<file path="src/rtl/serial_adder.sv">
// serial_adder: bit-serial WIDTH-bit adder driving one full-adder cell LSB first, valid/ready in and out
//   clk, rst                 : clock, synchronous active-high reset
//   in_valid/in_ready, a, b, cin : operand handshake
//   out_valid/out_ready, sum, cout : result handshake, registered outputs
module adder (
  input  logic in1,
  input  logic in2,
  input  logic carryin,
  output logic out,
  output logic carryout
);
  assign out      = in1 ^ in2 ^ carryin;
  assign carryout = (in1 & in2) | (carryin & (in1 ^ in2));
endmodule

module serial_adder #(
  parameter int WIDTH = 8
) (
  input  logic             clk,
  input  logic             rst,
  input  logic             in_valid,
  output logic             in_ready,
  input  logic [WIDTH-1:0] a,
  input  logic [WIDTH-1:0] b,
  input  logic             cin,
  output logic             out_valid,
  input  logic             out_ready,
  output logic [WIDTH-1:0] sum,
  output logic             cout
);
  localparam int CW = WIDTH > 1 ? $clog2(WIDTH) : 1;
  typedef enum logic [1:0] {IDLE, SHIFT, DONE} state_t;
  state_t state, state_n;
  logic [WIDTH-1:0] opa, opb, sum_r;
  logic [CW-1:0] cnt;
  logic carry, s, co, last;
  adder u_adder (
    .in1     (opa[0]),
    .in2     (opb[0]),
    .carryin (carry),
    .out     (s),
    .carryout(co)
  );
  assign last      = cnt == CW'(WIDTH - 1);
  assign in_ready  = state == IDLE;
  assign out_valid = state == DONE;
  assign sum       = sum_r;
  assign cout      = carry;
  always_comb begin
    state_n = state;
    state_n = state == IDLE  ? (in_valid ? SHIFT : IDLE) :
              state == SHIFT ? (last ? DONE : SHIFT) :
                               (out_ready ? IDLE : DONE);
  end
  always_ff @(posedge clk) begin
    if (rst) state <= IDLE;
    else     state <= state_n;
  end
  // Concatenate-then-shift keeps the MSB insertion legal for WIDTH = 1.
  always_ff @(posedge clk) begin
    if (rst) begin
      opa   <= '0;
      opb   <= '0;
      sum_r <= '0;
      carry <= 1'b0;
      cnt   <= '0;
    end else if (state == IDLE && in_valid) begin
      opa   <= a;
      opb   <= b;
      carry <= cin;
      cnt   <= '0;
    end else if (state == SHIFT) begin
      opa   <= opa >> 1;
      opb   <= opb >> 1;
      sum_r <= WIDTH'({s, sum_r} >> 1);
      carry <= co;
      cnt   <= cnt + 1'b1;
    end
  end
endmodule

</file>
<file path="config.mk">
export PLATFORM = sky130hd
export DESIGN_NAME = serial_adder
export DESIGN_NICKNAME = d
export VERILOG_FILES = /design/src/rtl/serial_adder.sv
export SDC_FILE = /design/constraint.sdc
export NUM_CORES = 1
export LEC_CHECK = 0
export ABC_AREA = 1
export CORE_ASPECT_RATIO = 0.7
export CORE_MARGIN = 8
export CORE_UTILIZATION = 45
export CTS_BUF_LIST = sky130_fd_sc_hd__clkbuf_8
export DETAILED_ROUTE_END_ITERATION = 10
export GPL_TIMING_DRIVEN = 1
export MAX_ROUTING_LAYER = met4
export PLACE_DENSITY = 0.73
export SYNTH_ARGS = -nofsm -noshare
export SYNTH_HDL_FRONTEND = slang
export SYNTH_HIERARCHICAL = 1
export SYNTH_SLANG_ARGS = --single-unit
</file>
<file path="constraint.sdc">
create_clock -name clk -period 1.3 [get_ports clk]
set_input_delay 0.39 -clock clk [delete_from_list [all_inputs] [get_ports clk]]
set_output_delay 0.39 -clock clk [all_outputs]
set_load 0.02 [all_outputs]
</file>
# --- Word level (Yosys, flattened, before mapping) ---
# Index checks and enable logic that the tools add are counted.
totals:
  word_cells: 32
  inputBits: 21
  out_inout_bits: 11
  regBits: 30
classes:
  n_mux: 11
  n_addsub: 1
  bitwise_logic: 6
  reduce_logical: 5
  eq_ne: 3
op_table:
  columns: ["cell", "n"]
  rows:
  - ["8-bit two-way mux", 4]
  - ["2-bit two-way mux", 4]
  - ["3-bit by 1-bit adder with 3-bit output, second input constant", 1]
  - ["3-bit == test, second input constant", 1]
  - ["1-bit two-way mux", 3]
  - ["1-bit AND", 2]
  - ["2-bit by 1-bit == test with 1-bit output, second input constant", 1]
  - ["2-bit == test, second input constant", 1]
  - ["2-bit zero test", 1]
  - ["2-bit AND reduction", 1]
  - ["2-bit nonzero test", 1]
  - ["2-bit OR reduction", 1]
  - ["1-bit bitwise XOR", 2]
  - ["1-bit logical AND", 1]
  - ["1-bit NOT", 1]
  - ["1-bit bitwise OR", 1]

# --- Longest topological paths before layout ---
# Gate-level depths: netlist of the first run.
depth:
  depth_word: 5
  mapped_depth: 7
  depth_no_buf: 6

# --- Cells and area by module ---
# The synthesis of the first run kept the hierarchy.
by_module_without_submodules:
  columns: ["mod", "area_per_inst_um2", "n_inst", "cells_per_inst", "seq_area_each_um2"]
  rows:
  - ["serial_adder", 1391.3, 1, 202, 600.6]
  - ["adder", 20.0, 1, 1, 0.0]

# --- Worst setup path after synthesis of the first run ---
# No wires, ideal clock.
synth_path:
  path_type: "register to output"
  startpoint: "reg state[1]"
  endpoint: "out out_valid"
  n_path_buf: 1
  required_time_ns: 0.910
  arrival_ns: 0.947
  stages_incl_launch_ff: 4
  slack_ns: -0.037
  path_cell_list: "dfxtp_1 inv_2 buf_2 nor2_1"
synth_via:
  elab_chain_cells: 1
synth_lines:
  columns: ["item", "line", "source"]
  rows:
  - ["from (decl)", "33", "state_t state, state_n;"]
  - ["from (signal assigned)", "57", "else state <= state_n;"]
  - ["2-bit == test", "46", "assign out_valid = state == DONE;"]
  - ["to (decl)", "26", "output logic out_valid,"]
# Every way passes these cells.

# --- Worst setup path in the final report of the first run ---
# Ends and elaborated chain as after synthesis.

==> flow_summary.html, run 1 <==
<table>
<tr><th>Metric</th><th>Value</th></tr>
<tr><th colspan="2">Status</th></tr>
<tr><td>Outcome</td><td>finished with violations</td></tr>
<tr><td>Violated checks</td><td>negative setup slack</td></tr>
<tr><th colspan="2">STA</th></tr>
<tr><td>Worst-Margin Slew</td><td>0.264 ns</td></tr>
<tr><td>Final setup fails</td><td>2</td></tr>
<tr><td>Setup TNS after final layout</td><td>-0.0241 ns</td></tr>
<tr><td>Crit path time final</td><td>1.31 ns</td></tr>
<tr><td>Setup ws final</td><td>-0.0131 ns</td></tr>
<tr><td>Final Max Slew Viols</td><td>0</td></tr>
<tr><td>Peak clock frequency supported by timing</td><td>762 MHz</td></tr>
<tr><td>Worst relative slew slack</td><td>0.823</td></tr>
<tr><td>Final hold violations</td><td>0</td></tr>
<tr><td>Fin crit share</td><td>1.01</td></tr>
<tr><td>Worst Clk Skew</td><td>0.00329 ns</td></tr>
<tr><td>RSZ-0062 raised after global routing</td><td>true</td></tr>
<tr><th colspan="2">Synth</th></tr>
<tr><td>Syn. warnings</td><td>6</td></tr>
<tr><td>Register area share after synthesis</td><td>0.426</td></tr>
<tr><td>Area leader, netlist</td><td>sky130_fd_sc_hd__dfxtp_1</td></tr>
<tr><td>Synth Instances</td><td>203</td></tr>
<tr><td>Average instance area after synthesis</td><td>6.95 um^2</td></tr>
<tr><td>Post-synthesis sequential element count</td><td>30</td></tr>
<tr><td>Dominant register cell in the synthesized netlist</td><td>sky130_fd_sc_hd__dfxtp_1</td></tr>
<tr><td>Most area-consuming cells after synthesis</td><td>sky130_fd_sc_hd__dfxtp_1 (43%), sky130_fd_sc_hd__nand2_1 (15%), sky130_fd_sc_hd__nand3_1 (9.2%), sky130_fd_sc_hd__nor2_1 (6.9%), sky130_fd_sc_hd__a21oi_1 (5.7%)</td></tr>
<tr><td>Post-synth cell types</td><td>24</td></tr>
<tr><td>Async SR Flop Fraction</td><td>0</td></tr>
<tr><td>Most frequent cell after synthesis</td><td>sky130_fd_sc_hd__nand2_1</td></tr>
<tr><td>Syn Std Cell Area</td><td>1410 um^2</td></tr>
<tr><td>Area share of the largest cell type after synthesis</td><td>0.426</td></tr>
<tr><td>Number of flops mapped to enable cells by yosys</td><td>0</td></tr>
<tr><td>Synth Net Count</td><td>227</td></tr>
<tr><td>Commonest cells in the synthesized netlist</td><td>sky130_fd_sc_hd__nand2_1 (55), sky130_fd_sc_hd__dfxtp_1 (30), sky130_fd_sc_hd__nand3_1 (26), sky130_fd_sc_hd__nor2_1 (26)</td></tr>
<tr><th colspan="2">Worst setup path</th></tr>
<tr><td>Slowest-stage cell, CP</td><td>sky130_fd_sc_hd__dfxtp_4</td></tr>
<tr><td>Cell-by-cell trace of the critical path</td><td>inv_2, nor2_2, buf_6</td></tr>
<tr><td>Stages on worst setup path</td><td>3</td></tr>
<tr><td>Launch point of the worst reg-to-reg path</td><td>state[0]$_SDFF_PP0_</td></tr>
<tr><td>Worst setup endpoint</td><td>out_valid</td></tr>
<tr><td>Count of buffer and inverter cells on the critical path</td><td>2</td></tr>
<tr><td>Startpoint of the most critical setup path</td><td>state[1]$_SDFF_PP0_</td></tr>
<tr><td>Path depth of the worst reg2reg path</td><td>5</td></tr>
<tr><td>Largest delay contributor family on the critical path</td><td>flip-flops</td></tr>
<tr><td>Critical path class</td><td>flip-flop to output pin</td></tr>
<tr><td>R2R setup slack</td><td>0.09 ns</td></tr>
<tr><td>CP required</td><td>0.91 ns</td></tr>
<tr><td>Reg-to-reg endpoint</td><td>opa[7]$_SDFFE_PP0P_</td></tr>
<tr><td>Worst endpoint data arrival time</td><td>0.92 ns</td></tr>
<tr><td>Startpoint kind of the worst setup timing path</td><td>flip-flop</td></tr>
<tr><td>Maximum fanout along the worst path</td><td>3</td></tr>
<tr><td>Setup crit end kind</td><td>output pin</td></tr>
<tr><td>Biggest cell delay along the critical path</td><td>0.37 ns</td></tr>
<tr><th colspan="2">Clock tree</th></tr>
<tr><td>Setup repair bufs after CTS</td><td>0</td></tr>
<tr><td>Worst skew pair latency</td><td>0.28 ns</td></tr>
<tr><td>TritonCTS Buffers</td><td>5</td></tr>
<tr><td>Deepest level of the CTS H-tree</td><td>2</td></tr>
<tr><td>Clock slew seen by the registers of the worst setup and hold paths</td><td>0.06 ns</td></tr>
<tr><td>Number of sinks driven by the clock tree</td><td>30</td></tr>
<tr><td>Clock buffer depth</td><td>2</td></tr>
<tr><td>Root Buffer</td><td>sky130_fd_sc_hd__clkbuf_8</td></tr>
<tr><td>Count of hold-fix buffers inserted at cts</td><td>0</td></tr>
<tr><td>TritonCTS clock tree</td><td>done</td></tr>
<tr><th colspan="2">Power and ir drop</th></tr>
<tr><td>Worst ir drop on vdd</td><td>0.624 mV</td></tr>
<tr><td>Power dissipated by switching net loads</td><td>0.000735 W</td></tr>
<tr><td>Logic gate share of total power</td><td>0.263</td></tr>
<tr><td>Switching Share</td><td>0.307</td></tr>
<tr><td>Power share of the sequential group</td><td>0.445</td></tr>
<tr><td>Clock network power share</td><td>0.292</td></tr>
<tr><td>Total power</td><td>0.00240 W</td></tr>
<tr><td>Static leakage power</td><td>0.927 nW</td></tr>
<tr><td>Int Pwr</td><td>0.00166 W</td></tr>
<tr><td>Power per unit of standard cell area</td><td>1240 nW/um^2</td></tr>
<tr><th colspan="2">Placement</th></tr>
<tr><td>DP Worst Slack</td><td>-0.305 ns</td></tr>
<tr><td>IO Port Bufs</td><td>31</td></tr>
<tr><td>Weighted congestion reported at the end of routability-driven placement</td><td>0.831</td></tr>
<tr><td>Instance area at placement</td><td>1850 um^2</td></tr>
<tr><td>Hpwl dp</td><td>2460 um</td></tr>
<tr><th colspan="2">Finish</th></tr>
<tr><td>Final cell area excluding filler cells</td><td>1920 um^2</td></tr>
<tr><td>Final Util</td><td>0.628</td></tr>
<tr><td>Fraction of layout instances using a drive strength above 1</td><td>0.182</td></tr>
<tr><td># nets final</td><td>271</td></tr>
<tr><td>Antenna Diode Count</td><td>0</td></tr>
<tr><td>Growth of design area from synthesis to finish</td><td>36.3%</td></tr>
<tr><th colspan="2">Floorplan</th></tr>
<tr><td>X dimension of the die</td><td>82.9 um</td></tr>
<tr><td>Top Ports</td><td>32</td></tr>
<tr><td>Number of standard-cell rows in the floorplan</td><td>17</td></tr>
<tr><td>Die area</td><td>5210 um^2</td></tr>
<tr><td>Initial standard-cell utilization of the core</td><td>0.461</td></tr>
<tr><td>Area of the core</td><td>3060 um^2</td></tr>
<tr><td>Die outline height</td><td>62.9 um</td></tr>
<tr><th colspan="2">Global route</th></tr>
<tr><td>Number of antenna violations at the first check in global routing</td><td>0</td></tr>
<tr><td>First-pass GRT wire length</td><td>5750 um</td></tr>
<tr><td>All-layer global routing usage</td><td>0.135</td></tr>
<tr><td>Gr ovfl total</td><td>0</td></tr>
<tr><td>Largest net degree at the start of global routing</td><td>19</td></tr>
<tr><td>Vias in the first global route</td><td>1,237</td></tr>
<tr><th colspan="2">Detailed routing</th></tr>
<tr><td>Detailed-route via count</td><td>1,362</td></tr>
<tr><td>Wire length per cell</td><td>11.6 um</td></tr>
<tr><td>Detailed Route Iter0 Violations</td><td>75</td></tr>
<tr><td>Initial DRT Pass Iterations</td><td>4</td></tr>
<tr><td>DRC violation count after routing</td><td>0</td></tr>
<tr><td>Antenna violation net count after detailed routing</td><td>0</td></tr>
<tr><td>Total Wirelength</td><td>3320 um</td></tr>
<tr><td>Vias/cell</td><td>4.78</td></tr>
<tr><th colspan="2">Min path</th></tr>
<tr><td>Number of instances on the worst hold path</td><td>2</td></tr>
<tr><td>Type of the worst min-delay path</td><td>flip-flop to flip-flop</td></tr>
<tr><th colspan="2">Flow run</th></tr>
<tr><td>Max-cap violations</td><td>0</td></tr>
</table>
worst min-delay path by stage:
stage                              startpoint             endpoint  slack (ns)
after floorplan           opa[1]$_SDFFE_PP0P_  opa[1]$_SDFFE_PP0P_        0.44
after global placement    opb[5]$_SDFFE_PP0P_  opb[5]$_SDFFE_PP0P_        0.45
after detailed placement  opb[5]$_SDFFE_PP0P_  opb[5]$_SDFFE_PP0P_        0.46
after CTS                 opb[5]$_SDFFE_PP0P_  opb[5]$_SDFFE_PP0P_        0.47
after global routing      opb[2]$_SDFFE_PP0P_  opb[2]$_SDFFE_PP0P_        0.49
final                     opa[2]$_SDFFE_PP0P_  opa[2]$_SDFFE_PP0P_        0.47
layer usage:
layer / GRT usage / up-vias / wire, um
met5: - / - / 0
met4: 0.0459 / 0 / 40
met3: 0.0417 / 4 / 187
met2: 0.197 / 34 / 1480
met1: 0.172 / 599 / 1610
li1: - / 725 / -
flip-flops by register name (all words and copies together), names as in the netlist:
| signal | flops |
|---|---|
| sum | 8 |
| opb | 8 |
| opa | 8 |
| cout | 1 |
| cnt | 3 |
| state | 2 |
cell usage in the layout (no fill, tap or decap), types with 2 or more instances in the layout:
cell type                         instances
sky130_fd_sc_hd__nand2_1                 55
sky130_fd_sc_hd__dfxtp_1                 28
sky130_fd_sc_hd__nand3_1                 26
sky130_fd_sc_hd__nor2_1                  25
sky130_fd_sc_hd__clkdlybuf4s50_1         19
sky130_fd_sc_hd__inv_1                   16
sky130_fd_sc_hd__a21oi_1                 16
sky130_fd_sc_hd__buf_4                   16
sky130_fd_sc_hd__o21ai_1                  8
sky130_fd_sc_hd__clkbuf_8                 5
sky130_fd_sc_hd__buf_2                    5
sky130_fd_sc_hd__clkdlybuf4s15_2          4
sky130_fd_sc_hd__buf_6                    3
sky130_fd_sc_hd__nor2_4                   2
sky130_fd_sc_hd__inv_2                    2
sky130_fd_sc_hd__ha_1                     2
sky130_fd_sc_hd__clkinv_2                 2
cell type report:
type,instances,area [um^2]
Multi-Input combinational cell,142,678
Timing Repair Buffer,49,443
Fill cell,299,1140
Tap cell,38,47.5
Sequential cell,30,606
Clock inverter,2,10.0
Inverter,19,71.3
Clock buffer,5,68.8
stage by stage:
step	hold slack (ns)	cells
after global placement	0.454	278
final	0.466	285
after global routing	0.486	285
after floorplan	0.444	203
after detailed placement	0.458	278
after CTS	0.468	285
worst min-delay path, cell delays in order, from the launching register on:
cell                      delay [ns]
sky130_fd_sc_hd__dfxtp_1        0.31
sky130_fd_sc_hd__nand2_1        0.06
sky130_fd_sc_hd__a21oi_1        0.05
cells by family after synthesis:
kind of cell             Yosys count  synth area share
AND/OR/NAND/NOR                  112             0.333
buffers and inverters             31             0.103
flip-flops                        30             0.426
AO/OA/AOI/OAI                     26             0.100
adder cells (fa/ha/maj)            3            0.0319
XOR/XNOR                           1           0.00621
power groups by stage:
stage | registers (W) | logic, W | clock network, W
after floorplan | 0.00111 | 0.000341 | 0
after global routing | 0.00108 | 0.000703 | 0.000761
after CTS | 0.00107 | 0.000635 | 0.000713
final | 0.00107 | 0.000631 | 0.000698
after global placement | 0.00108 | 0.000634 | 0
after detailed placement | 0.00109 | 0.000639 | 0
repair_timing:
action,in CTS,in global routing
endpoints found under the hold margin,0,0
pin swaps,1,0
setup endpoints to repair,29,21
gates cloned,0,0
resized for setup,43,8
Note: power is estimated with default switching activity, not from simulation.
==> run 2: changes to the inputs <==
--- a/config.mk
+++ b/config.mk
@@ -11,6 +11,7 @@
 export CORE_UTILIZATION = 45
 export CTS_BUF_LIST = sky130_fd_sc_hd__clkbuf_8
 export DETAILED_ROUTE_END_ITERATION = 10
+export GPL_ROUTABILITY_DRIVEN = 1
 export GPL_TIMING_DRIVEN = 1
 export MAX_ROUTING_LAYER = met4
 export PLACE_DENSITY = 0.73
==> results of run 2 <==
Same layout as run 1: the final DEF is identical, and so are final timing and power.
